[src/rtl/operand_stage_if.sv]
// Decode-to-operand-stage handshake: the decoded instruction bundle and the
// stall back-pressure that tells decode to hold its instruction.
interface operand_stage_if #(
   parameter int XLEN      = 32,
   parameter int REG_DEPTH = 32,
   parameter int CTRL_W    = 8
);
   localparam int RW = $clog2(REG_DEPTH);

   logic              in_valid;
   logic [RW-1:0]     in_rs1;
   logic [RW-1:0]     in_rs2;
   logic [RW-1:0]     in_rd;
   logic              in_use_rs1;
   logic              in_use_rs2;
   logic              in_is_load;
   logic [XLEN-1:0]   in_imm;
   logic [XLEN-1:0]   in_pc;
   logic [CTRL_W-1:0] in_ctrl;
   logic              stall_out;

   // Decode side drives the instruction and obeys the stall.
   modport master (
      output in_valid, in_rs1, in_rs2, in_rd, in_use_rs1, in_use_rs2,
             in_is_load, in_imm, in_pc, in_ctrl,
      input  stall_out
   );

   modport slave (
      input  in_valid, in_rs1, in_rs2, in_rd, in_use_rs1, in_use_rs2,
             in_is_load, in_imm, in_pc, in_ctrl,
      output stall_out
   );
endinterface

[src/rtl/operand_stage.sv]
// ID/EX operand stage: register-file read, same-cycle writeback bypass, load-use bubble,
// flush/hold. Optional bubble counter enabled by defining OPERAND_STAGE_STALL_CNT_EN.
module operand_stage #(
   parameter int XLEN      = 32,
   parameter int REG_DEPTH = 32,
   parameter int CTRL_W    = 8,
   localparam int RW       = $clog2(REG_DEPTH)
) (
   input  logic              clock,
   input  logic              reset_n,
   operand_stage_if.slave    dec,
   output logic [RW-1:0]     rf_addr1,
   output logic [RW-1:0]     rf_addr2,
   input  logic [XLEN-1:0]   rf_data1,
   input  logic [XLEN-1:0]   rf_data2,
   input  logic              wb_wren,
   input  logic [RW-1:0]     wb_reg,
   input  logic [XLEN-1:0]   wb_data,
   input  logic              flush,
   input  logic              ex_hold,
   output logic              ex_valid,
   output logic [RW-1:0]     ex_rs1,
   output logic [RW-1:0]     ex_rs2,
   output logic [RW-1:0]     ex_rd,
   output logic              ex_is_load,
   output logic [XLEN-1:0]   ex_op1,
   output logic [XLEN-1:0]   ex_op2,
   output logic [XLEN-1:0]   ex_imm,
   output logic [XLEN-1:0]   ex_pc,
`ifdef OPERAND_STAGE_STALL_CNT_EN
   output logic [31:0]       stall_cnt,
`endif
   output logic [CTRL_W-1:0] ex_ctrl
);

   logic [XLEN-1:0] op1_n;
   logic [XLEN-1:0] op2_n;
   logic            hz;
   logic            wb_live;

   assign rf_addr1 = dec.in_rs1;
   assign rf_addr2 = dec.in_rs2;

   // The register file commits on the same edge we capture, so its read port
   // still shows the old value; substitute the in-flight write (never for x0).
   // NOTE: every always_comb output gets a default first so no latch is inferred.
   always_comb begin
      op1_n   = rf_data1;
      op2_n   = rf_data2;
      wb_live = wb_wren && (wb_reg != '0);
      if (wb_live && (wb_reg == dec.in_rs1)) op1_n = wb_data;
      if (wb_live && (wb_reg == dec.in_rs2)) op2_n = wb_data;
   end

   // Load data is not available until after EX, so a dependent instruction waits one cycle.
   always_comb begin
      hz = 1'b0;
      if (dec.in_valid && ex_valid && ex_is_load && (ex_rd != '0))
         hz = (dec.in_use_rs1 && (dec.in_rs1 == ex_rd)) ||
              (dec.in_use_rs2 && (dec.in_rs2 == ex_rd));
   end

   assign dec.stall_out = !flush && (ex_hold || hz);

   // NOTE: sequential state uses non-blocking assignments so all registers update together.
   // NOTE: every pipeline register is reset; there is no memory array here to exempt.
   always_ff @(posedge clock or negedge reset_n) begin
      if (!reset_n) begin
         ex_valid   <= 1'b0;
         ex_rs1     <= '0;
         ex_rs2     <= '0;
         ex_rd      <= '0;
         ex_is_load <= 1'b0;
         ex_op1     <= '0;
         ex_op2     <= '0;
         ex_imm     <= '0;
         ex_pc      <= '0;
         ex_ctrl    <= '0;
      end else if (flush) begin
         ex_valid <= 1'b0;
      end else if (ex_hold) begin
         ex_valid <= ex_valid;
      end else if (hz) begin
         ex_valid <= 1'b0;
      end else begin
         ex_valid   <= dec.in_valid;
         ex_rs1     <= dec.in_rs1;
         ex_rs2     <= dec.in_rs2;
         ex_rd      <= dec.in_rd;
         ex_is_load <= dec.in_is_load;
         ex_op1     <= op1_n;
         ex_op2     <= op2_n;
         ex_imm     <= dec.in_imm;
         ex_pc      <= dec.in_pc;
         ex_ctrl    <= dec.in_ctrl;
      end
   end

`ifdef OPERAND_STAGE_STALL_CNT_EN
   // Counts inserted bubbles only; free-running wrap is intended.
   always_ff @(posedge clock or negedge reset_n) begin
      if (!reset_n)
         stall_cnt <= '0;
      else if (hz && !flush && !ex_hold)
         stall_cnt <= stall_cnt + 32'd1;
   end
`endif

endmodule

[src/flat_wrapper.sv]
// flat-port wrapper written by rule: the top's interface ports become plain ports
module operand_stage_flat 
#(
   parameter int XLEN      = 32,
   parameter int REG_DEPTH = 32,
   parameter int CTRL_W    = 8,
   localparam int RW       = $clog2(REG_DEPTH)
)
  (clock, reset_n, rf_addr1, rf_addr2, rf_data1, rf_data2, wb_wren, wb_reg, wb_data, flush, ex_hold, ex_valid, ex_rs1, ex_rs2, ex_rd, ex_is_load, ex_op1, ex_op2, ex_imm, ex_pc, ex_ctrl, dec_in_valid, dec_in_rs1, dec_in_rs2, dec_in_rd, dec_in_use_rs1, dec_in_use_rs2, dec_in_is_load, dec_in_imm, dec_in_pc, dec_in_ctrl, dec_stall_out);
  operand_stage_if #(.XLEN(XLEN), .REG_DEPTH(REG_DEPTH), .CTRL_W(CTRL_W)) dec_i ();
  input  logic clock;
  input  logic reset_n;
  output logic [RW-1:0] rf_addr1;
  output logic [RW-1:0] rf_addr2;
  input  logic [XLEN-1:0] rf_data1;
  input  logic [XLEN-1:0] rf_data2;
  input  logic wb_wren;
  input  logic [RW-1:0] wb_reg;
  input  logic [XLEN-1:0] wb_data;
  input  logic flush;
  input  logic ex_hold;
  output logic ex_valid;
  output logic [RW-1:0] ex_rs1;
  output logic [RW-1:0] ex_rs2;
  output logic [RW-1:0] ex_rd;
  output logic ex_is_load;
  output logic [XLEN-1:0] ex_op1;
  output logic [XLEN-1:0] ex_op2;
  output logic [XLEN-1:0] ex_imm;
  output logic [XLEN-1:0] ex_pc;
  output logic [CTRL_W-1:0] ex_ctrl;
  input wire logic [$bits(dec_i.in_valid)-1:0] dec_in_valid;
  input wire logic [$bits(dec_i.in_rs1)-1:0] dec_in_rs1;
  input wire logic [$bits(dec_i.in_rs2)-1:0] dec_in_rs2;
  input wire logic [$bits(dec_i.in_rd)-1:0] dec_in_rd;
  input wire logic [$bits(dec_i.in_use_rs1)-1:0] dec_in_use_rs1;
  input wire logic [$bits(dec_i.in_use_rs2)-1:0] dec_in_use_rs2;
  input wire logic [$bits(dec_i.in_is_load)-1:0] dec_in_is_load;
  input wire logic [$bits(dec_i.in_imm)-1:0] dec_in_imm;
  input wire logic [$bits(dec_i.in_pc)-1:0] dec_in_pc;
  input wire logic [$bits(dec_i.in_ctrl)-1:0] dec_in_ctrl;
  output wire logic [$bits(dec_i.stall_out)-1:0] dec_stall_out;
  assign dec_i.in_valid = dec_in_valid;
  assign dec_i.in_rs1 = dec_in_rs1;
  assign dec_i.in_rs2 = dec_in_rs2;
  assign dec_i.in_rd = dec_in_rd;
  assign dec_i.in_use_rs1 = dec_in_use_rs1;
  assign dec_i.in_use_rs2 = dec_in_use_rs2;
  assign dec_i.in_is_load = dec_in_is_load;
  assign dec_i.in_imm = dec_in_imm;
  assign dec_i.in_pc = dec_in_pc;
  assign dec_i.in_ctrl = dec_in_ctrl;
  assign dec_stall_out = dec_i.stall_out;
  operand_stage #(.XLEN(XLEN), .REG_DEPTH(REG_DEPTH), .CTRL_W(CTRL_W)) u_core (.clock(clock), .reset_n(reset_n), .dec(dec_i), .rf_addr1(rf_addr1), .rf_addr2(rf_addr2), .rf_data1(rf_data1), .rf_data2(rf_data2), .wb_wren(wb_wren), .wb_reg(wb_reg), .wb_data(wb_data), .flush(flush), .ex_hold(ex_hold), .ex_valid(ex_valid), .ex_rs1(ex_rs1), .ex_rs2(ex_rs2), .ex_rd(ex_rd), .ex_is_load(ex_is_load), .ex_op1(ex_op1), .ex_op2(ex_op2), .ex_imm(ex_imm), .ex_pc(ex_pc), .ex_ctrl(ex_ctrl));
endmodule
[config.mk]
export PLATFORM = sky130hd
export DESIGN_NAME = operand_stage_flat
export DESIGN_NICKNAME = d
export VERILOG_FILES = /design/src/rtl/operand_stage_if.sv /design/src/rtl/operand_stage.sv /design/src/flat_wrapper.sv
export SDC_FILE = /design/constraint.sdc
export NUM_CORES = 1
export LEC_CHECK = 0
export CAP_MARGIN = 0
export CORE_AREA = 2 2 141 143
export DETAILED_ROUTE_END_ITERATION = 8
export DIE_AREA = 0 0 143 145
export GPL_TIMING_DRIVEN = 1
export PLACE_DENSITY_LB_ADDON = 0.25
export SYNTH_ARGS = -nofsm -noshare
export SYNTH_HDL_FRONTEND = slang
export SYNTH_SLANG_ARGS = --single-unit
[constraint.sdc]
create_clock -name clock -period 2.65 [get_ports clock]
set_input_delay 0.53 -clock clock [delete_from_list [all_inputs] [get_ports clock]]
set_output_delay 0.53 -clock clock [all_outputs]
set_load 0.02 [all_outputs]
== Word level (Yosys, flattened, before mapping) ==
Index checks and enable logic that the tools add are counted.
Word-level totals
  output and inout port bits: 164
  ROM bits: 0
  bits in registers: 153
  memories: 0
  memory bits (writable): 0
  logic and storage cells: 39
  bits of input ports: 197
  bits in latches: 0
Operators by class
  mux-type cells: 6
  shift-type cells: 0
  reduce and logical (&&, ||, !) cells: 15
  order comparisons: 0
  bitwise logic cells: 3
  add/sub/neg operators: 0
  $mul: 0
  eq/ne operators: 5
  divide/modulo/power cells: 0
Operators with widths (number)
  $mux 32: 2
  $eq 5x5->1: 4
  $reduce_bool 5->1: 2
  $logic_and 1x1->1: 9
  $mux 1: 4
  $not 1->1: 3
  $reduce_and 3->1: 1
  $logic_or 1x1->1: 2
  $ne 2x2->1 const B: 1
  $logic_not 1->1: 1

== Longest topological paths before layout ==
Gate-level depths: netlist of the first run.
  depth in word-level cells: 7
  mapped depth: 8
  depth with buffers taken out: 5

== Worst setup path after synthesis of the first run ==
Ideal clock, no wire load.
  path kind: input to register
  from: in wb_reg[4]
  to: reg u_core.ex_op2[1]
  stages: 6
  data required time: 2.525 ns
  buffers on the path: 1
  path slack: 0.486 ns
  setup time: 0.125 ns
  arrival: 2.039 ns
  path through: or4_4 o21ai_4 nor4_4 buf_6 mux2_4 mux2_4
On the way
  cells in the longest elaborated chain, start to end: 4
  elaborated cells on any way between the ends: 5
  those cells by class: 1 x eq/ne; 1 x mux; 3 x reduce/logical
Ends and longest elaborated chain
  start: declaration: line flat_wrapper.sv:18  | input logic [RW-1:0] wb_reg;
  $reduce_bool 5->1: line operand_stage.sv:50  | wb_live = wb_wren && (wb_reg != '0);
  $logic_and 1x1->1: line operand_stage.sv:50
  $logic_and 1x1->1 (*): line operand_stage.sv:52  | if (wb_live && (wb_reg == dec.in_rs2)) op2_n = wb_data;
  $mux 32 (*): line operand_stage.sv:52
  end signal: assignment: line operand_stage.sv:92  | ex_op2 <= op2_n;
  end: declaration: line operand_stage.sv:27  | output logic [XLEN-1:0] ex_op2,
Every way passes the cells marked *; elsewhere a longest branch is shown, timed or not.
A chain may end at the register's enable or synchronous reset.

== Worst setup path in the final report of the first run ==
  from: in dec_in_rs1[3]
  to: out dec_stall_out
On the way
  cells in the longest elaborated chain, start to end: 6
Ends and longest elaborated chain
  start: declaration: line flat_wrapper.sv:33  | input wire logic [$bits(dec_i.in_rs1)-1:0] dec_in_rs1;
  $eq 5x5->1: line operand_stage.sv:59  | hz = (dec.in_use_rs1 && (dec.in_rs1 == ex_rd)) ||
  $logic_and 1x1->1: line operand_stage.sv:59
  $logic_or 1x1->1: line operand_stage.sv:59
  $mux 1: line operand_stage.sv:58  | if (dec.in_valid && ex_valid && ex_is_load && (ex_rd != '0))
  $logic_or 1x1->1: line operand_stage.sv:63  | assign dec.stall_out = !flush && (ex_hold || hz);
  $logic_and 1x1->1: line operand_stage.sv:63
  end: declaration: line flat_wrapper.sv:42  | output wire logic [$bits(dec_i.stall_out)-1:0] dec_stall_out;
Every way passes these cells.

==> flow_summary.toml, run 1 <==
[critical_path]
max_stage_delay_ns = 0.52
endpoint_kind = "output pin"
r2r_start = "u_core.ex_rd[4]$_DFFE_PN0P_"
path_cells = "clkdlybuf4s50_1, xnor2_1, nand4_1, o22ai_2, nand2_1, a21oi_1, buf_2"
cp-endpoint = "dec_stall_out"
crit_type = "in -> out"
critPathTopFamily = "buffers and inverters"
path_max_fanout = 2
cp.required_ns = 2.12
cp.depth = 7
crit_buf_inv = 2
reg2reg_depth = 8
crit_path_start_kind = "input pin"
reg2reg_slack_ns = 0.57
crit_path_start = "dec_in_rs1[3]"
cpMaxStageDelayCell = "clkdlybuf4s50_1"
crit-reg2reg-capture = "u_core.ex_imm[16]$_DFFE_PN0P_"
crit_arrival_ns = 1.98

[floorplanning]
die_area_um2 = 20740
start_util_pct = 37.94
row_count = 51
die-height_um = 145
pin_count = 361
die_w_um = 143
core_area_um2 = 19210

[cells_and_area]
syn_to_final_growth_pct = 64.25
n_antenna_cell = 0
final_core_util_pct = 62.32
fin_area_um2 = 11970
nFillCells = 1446
drive_gt1_share_pct = 34.84
fin_nets = 1025

[timing]
hold_violations = 0
tightest_slew_ns = 0.4629
tns_ns = 0
period_needed_ns = 2.514
period_share_pct = 94.88
setup_viol = 0
fin_skew_ns = 0.01067
slew_violations = 0
fmax_mhz = 397.7
rsz0062_at_grt = "false"
layout_setup_ws_ns = 0.1356
maxSlewHeadroom_pct = 69.14

[global_route]
first_global_vias = 5864
grt_pass1_wl_um = 32600
track_usage_pct = 20.50
grt_max_degree = 48
grt_antenna_before_repair = 0
grt_overflow_total = 0

[routing]
routed_wl_um = 21020
drtIter0Drc = 119
wl_per_cell_um = 19.01
viasPerCell = 4.670
antenna_left = 0
drcViolationCount = 0
vias = 5165
drt-pass1-iter-count = 4

[logic_synthesis]
yosys-top-cells-count = "dfrtp_1 (153), mux2_4 (120), mux2_2 (96), xnor2_1 (16), buf_4 (14)"
synth_area_per_cell_um2 = 16.41
yosysTopAreaCellShare_pct = 52.54
netlist_instances = 444
synth_nets = 641
synth_edf_count = 0
synth_area_leaders = "dfrtp_1 (53%), mux2_4 (25%), mux2_2 (15%)"
yosysMostFrequentCell = "dfrtp_1"
netlist_area_um2 = 7287
ys_ff_latch = 153
synth-main-ff-cell = "dfrtp_1"
yosysWarnings = 0
seq_area_frac_synth_pct = 52.54
async_reset_ff_share_pct = 100.0
yosysTopAreaCell = "dfrtp_1"
synth_cell_type_count = 21

[min_path]
min-delay-path-class = "in -> async"

[pwr]
p_leak_nw = 5.022
power.density_nw_per_um2 = 633.7
ir_drop_uv = 423.1

[clocking]
post_cts_buffers = 0
root_buffer = "clkbuf_16"
clkTransAtPathRegs_ns = 0.07
cts_buffer_depth = 2
cts_tree = "done"
cts_hold_buf = 0
cts_buffers = 17
htreeDepth = 4
ctsResizeCount = 3
clock_sinks = 153
insertion_delay_ns = 0.42

[placed_design]
dpl_cell_area_um2 = 11410
dp_hpwl_um = 16230
place.gp.congestion = 0.7869
pre_cts_slack_ns = -0.3431
port_buffers = 360

[run_status]
status = "finished clean"

[job]
drv_cap = 0
[cells in the final DEF, fill, tap and decap left out]
cell / n
clkinvlp_4: 2
nor3_1: 1
buf_6: 1
clkbuf_8: 1
clkdlybuf4s50_1: 358
a21boi_4: 1
buf_2: 1
a32o_1: 1
nand2_1: 3
a21oi_1: 2
clkinv_2: 4
or4_4: 1
mux2_2: 96
buf_4: 28
o21ai_4: 1
nor4_4: 2
clkbuf_16: 17
nand4_1: 2
nor2_1: 3
bufinv_16: 1
buf_12: 10
inv_6: 4
o22ai_2: 1
clkbuf_1: 1
dfrtp_1: 153
inv_1: 1
nand3_1: 3
xor2_1: 4
clkinv_4: 2
xnor2_1: 16
mux2_4: 120
[per-layer routing]
layer / vias to the layer above / global-route usage [%] / part of all wire, %
met1: 2538 / 23.04 / 38
met5: - / 0 / 0
met3: 36 / 6.634 / 8.3
met2: 243 / 35.29 / 51
met4: 0 / 8.911 / 2.9
li1: 2348 / - / -
[per-stage QoR]
stage                     hold WS [ns]  total power [mW]  std cells
after floorplan                 0.2344             4.009        444
after global placement          0.4890             5.276       1074
after detailed placement        0.4932             5.322       1074
after CTS                      0.04384             7.687       1106
after global routing           0.05771             7.916       1106
final                          0.04133             7.585       1106
[how the worst min path moves through the flow]
stage | from | end | slack, ns | depth (start not counted)
CTS | reset_n | u_core.ex_pc[9]$_DFFE_PN0P_ | 0.04 | 1
global route | reset_n | u_core.ex_pc[9]$_DFFE_PN0P_ | 0.06 | 1
finish | reset_n | u_core.ex_pc[14]$_DFFE_PN0P_ | 0.04 | 1
floorplan | reset_n | u_core.ex_ctrl[0]$_DFFE_PN0P_ | 0.23 | 0
global placement | reset_n | u_core.ex_pc[15]$_DFFE_PN0P_ | 0.49 | 1
detailed placement | u_core.ex_op2[30]$_DFFE_PN0P_ | u_core.ex_op2[30]$_DFFE_PN0P_ | 0.49 | 1
[power breakdown]
part,internal (mW),total (mW),leakage (nW),switching (mW)
Clock,1.32,2.31,0.274,0.990
Combinational,1.38,2.37,2.95,0.986
Sequential,2.69,2.90,1.80,0.212
[registers in the layout, indices dropped and copies added, names as in the netlist]
name and flops:
u_core.ex_is_load 1, u_core.ex_op2 32, u_core.ex_pc 32, u_core.ex_rs1 5
u_core.ex_imm 32, u_core.ex_op1 32, u_core.ex_rd 5, u_core.ex_ctrl 8
u_core.ex_valid 1, u_core.ex_rs2 5
[kinds of logic (layout without fill, tap and decap cells)]
logic type	Yosys count	after routing	share of synthesized area, %
XOR/XNOR	20	20	2.404
AND/OR/NAND/NOR	15	15	1.494
buffers and inverters	34	431	3.314
flip-flops	153	153	52.54
multiplexers	216	216	39.56
AO/OA/AOI/OAI	6	6	0.6870
[final cells by class]
cell class,count,area [um^2],area share [%]
timing repair buffer,398,4010,33.50
clock buffer,19,442.9,3.701
multi-input combinational,257,3234,27.02
sequential,153,3829,31.99
inverter,1,3.754,0.03136
clock inverter,13,117.6,0.9826
tap,265,331.6,2.770
No activity file was read; power rests on OpenSTA's default activity.
==> run 2: changes to the inputs <==
==> constraint.sdc (replaced) <==
create_clock -name clock -period 2.8 [get_ports clock]
set_input_delay 0.56 -clock clock [delete_from_list [all_inputs] [get_ports clock]]
set_output_delay 0.56 -clock clock [all_outputs]
set_load 0.005 [all_outputs]
==> flow_summary.toml, run 2 (synthesis gave the netlist of run 1 again) <==
[pwr]
internal_power_mw = 5.272
p_clk_share_pct = 34.4
power.density_nw_per_um2 = 582.8
p_leak_nw = 5.028
ir_drop_uv = 381.4
power_frac_comb_pct = 26.2
p_switching_mw = 1.716
swShare_pct = 24.55
p_seq_share_pct = 39.3

[timing]
fmax_mhz = 386.0
layout_setup_ws_ns = 0.2094
whs_ns = 0.1166
tns_ns = 0
rsz0062_at_grt = "false"
maxSlewHeadroom_pct = 61.04
slew_violations = 0
fin_skew_ns = 0.006595
setup_viol = 0
tightest_slew_ns = 0.5845
period_needed_ns = 2.591
hold_violations = 0
period_share_pct = 92.52

[routing]
vias = 5199
drcViolationCount = 0
met3_wirelength_um = 1924
drtIter0Drc = 97
highest_layer = "met4"
wl_per_cell_um = 19.44
routed_wl_um = 21440
met2_length_um = 10880
antenna_left = 0
viasPerCell = 4.714
drt-pass1-iter-count = 4
met1Wirelength_um = 8041

[clocking]
cts_buffer_depth = 2
cts_hold_buf = 0
clock_sinks = 153
cts_tree = "done"
cts_buffers = 17
ctsResizeCount = 3
htreeDepth = 4
post_cts_buffers = 0
insertion_delay_ns = 0.42
root_buffer = "clkbuf_16"
clkTransAtPathRegs_ns = 0.07

[critical_path]
crit_arrival_ns = 2.03
max_stage_delay_ns = 0.50
path_cells = "clkdlybuf4s50_1, xnor2_1, nand4_1, o22ai_2, nand2_1, a21oi_1, dlygate4sd2_1"
crit_type = "in -> out"
reg2reg_depth = 6
crit_buf_inv = 2
crit_path_start_kind = "input pin"
cp.depth = 7
cpMaxStageDelayCell = "clkdlybuf4s50_1"
cp.required_ns = 2.24
endpoint_kind = "output pin"
critPathTopFamily = "buffers and inverters"
path_max_fanout = 2

[cells_and_area]
fin_nets = 1022
finalNonFillerCells = 1103
regArea_um2 = 3829
drive_gt1_share_pct = 34.49
multi_input_area_um2 = 3234
n_antenna_cell = 0
nFillCells = 1447
final_common_cell = "clkdlybuf4s50_1"
syn_to_final_growth_pct = 64.54
final_cell_mix = "clkdlybuf4s50_1 (357), dfrtp_1 (153), mux2_4 (120), mux2_2 (96), buf_4 (26)"
final_core_util_pct = 62.43

[placed_design]
port_buffers = 360
placed_cells = 1071
dp_hpwl_um = 16400
place.gp.congestion = 0.8073
pre_cts_slack_ns = -0.1510

[run_status]
status = "finished clean"

[global_route]
grt_antenna_before_repair = 0
grt_max_degree = 58
grt_pass1_wl_um = 32910
first_global_vias = 5832
grt_overflow_total = 0
track_usage_pct = 20.75

[min_path]
min-delay-path-class = "in -> async"

[floorplanning]
die-height_um = 145
die_w_um = 143
die_area_um2 = 20740
core_area_um2 = 19210
pin_count = 361
start_util_pct = 37.94
row_count = 51

[job]
drv_cap = 0
-- run 2: changes by cell type in the layout (fill, tap and decap cells not counted), moves of 2 or more --
| cell | delta |
|---|---|
| dlygate4sd2_1 | +2 |
| buf_4 | -2 |
| clkinv_2 | -3 |
| inv_8 | +2 |
| bufinv_16 | +2 |
-- run 2: power by group through the flow --
stage	Sequential [mW]	Clock, mW	Combinational [mW]
after detailed placement	2.79	0	1.84
after floorplan	2.79	0	0.608
final	2.75	2.41	1.83
after global placement	2.77	0	1.81
after CTS	2.75	2.46	1.86
after global routing	2.79	2.57	1.94
-- run 2: area by class of cell --
type / count / area share [%]
inverters: 1 / 0.03131
flip-flops and latches: 153 / 31.93
clock buffers: 18 / 3.579
repair buffers: 395 / 33.17
multi-input cells: 257 / 26.97
clock inverters: 14 / 1.544
well taps: 265 / 2.765
-- run 2: routing by layer --
| layer | GRT usage [%] | vias to the layer above |
|---|---|---|
| met5 | 0 | - |
| met4 | 8.713 | 0 |
| met3 | 7.261 | 39 |
| met2 | 35.07 | 244 |
| li1 | - | 2354 |
| met1 | 23.66 | 2562 |
-- run 2: path summary, 6_finish.rpt --
path	startpoint	to	slack, ns
worst max-delay path	dec_in_rs1[3]	dec_stall_out	0.21
worst min register to register	u_core.ex_imm[4]$_DFFE_PN0P_	u_core.ex_imm[4]$_DFFE_PN0P_	0.50
worst min-delay path	reset_n	u_core.ex_op1[16]$_DFFE_PN0P_	0.12
min in group clock	u_core.ex_imm[4]$_DFFE_PN0P_	u_core.ex_imm[4]$_DFFE_PN0P_	0.50
worst max register to register	u_core.ex_rd[1]$_DFFE_PN0P_	u_core.ex_rs2[3]$_DFFE_PN0P_	0.70
max in group asynchronous	reset_n	u_core.ex_op1[20]$_DFFE_PN0P_	1.94
-- run 2: metrics by stage --
step	area [um^2]	total power [mW]
after floorplan	7287	3.395
after global placement	11370	4.581
after detailed placement	11370	4.629
after CTS	11990	7.073
after global routing	11990	7.305
final	11990	6.988
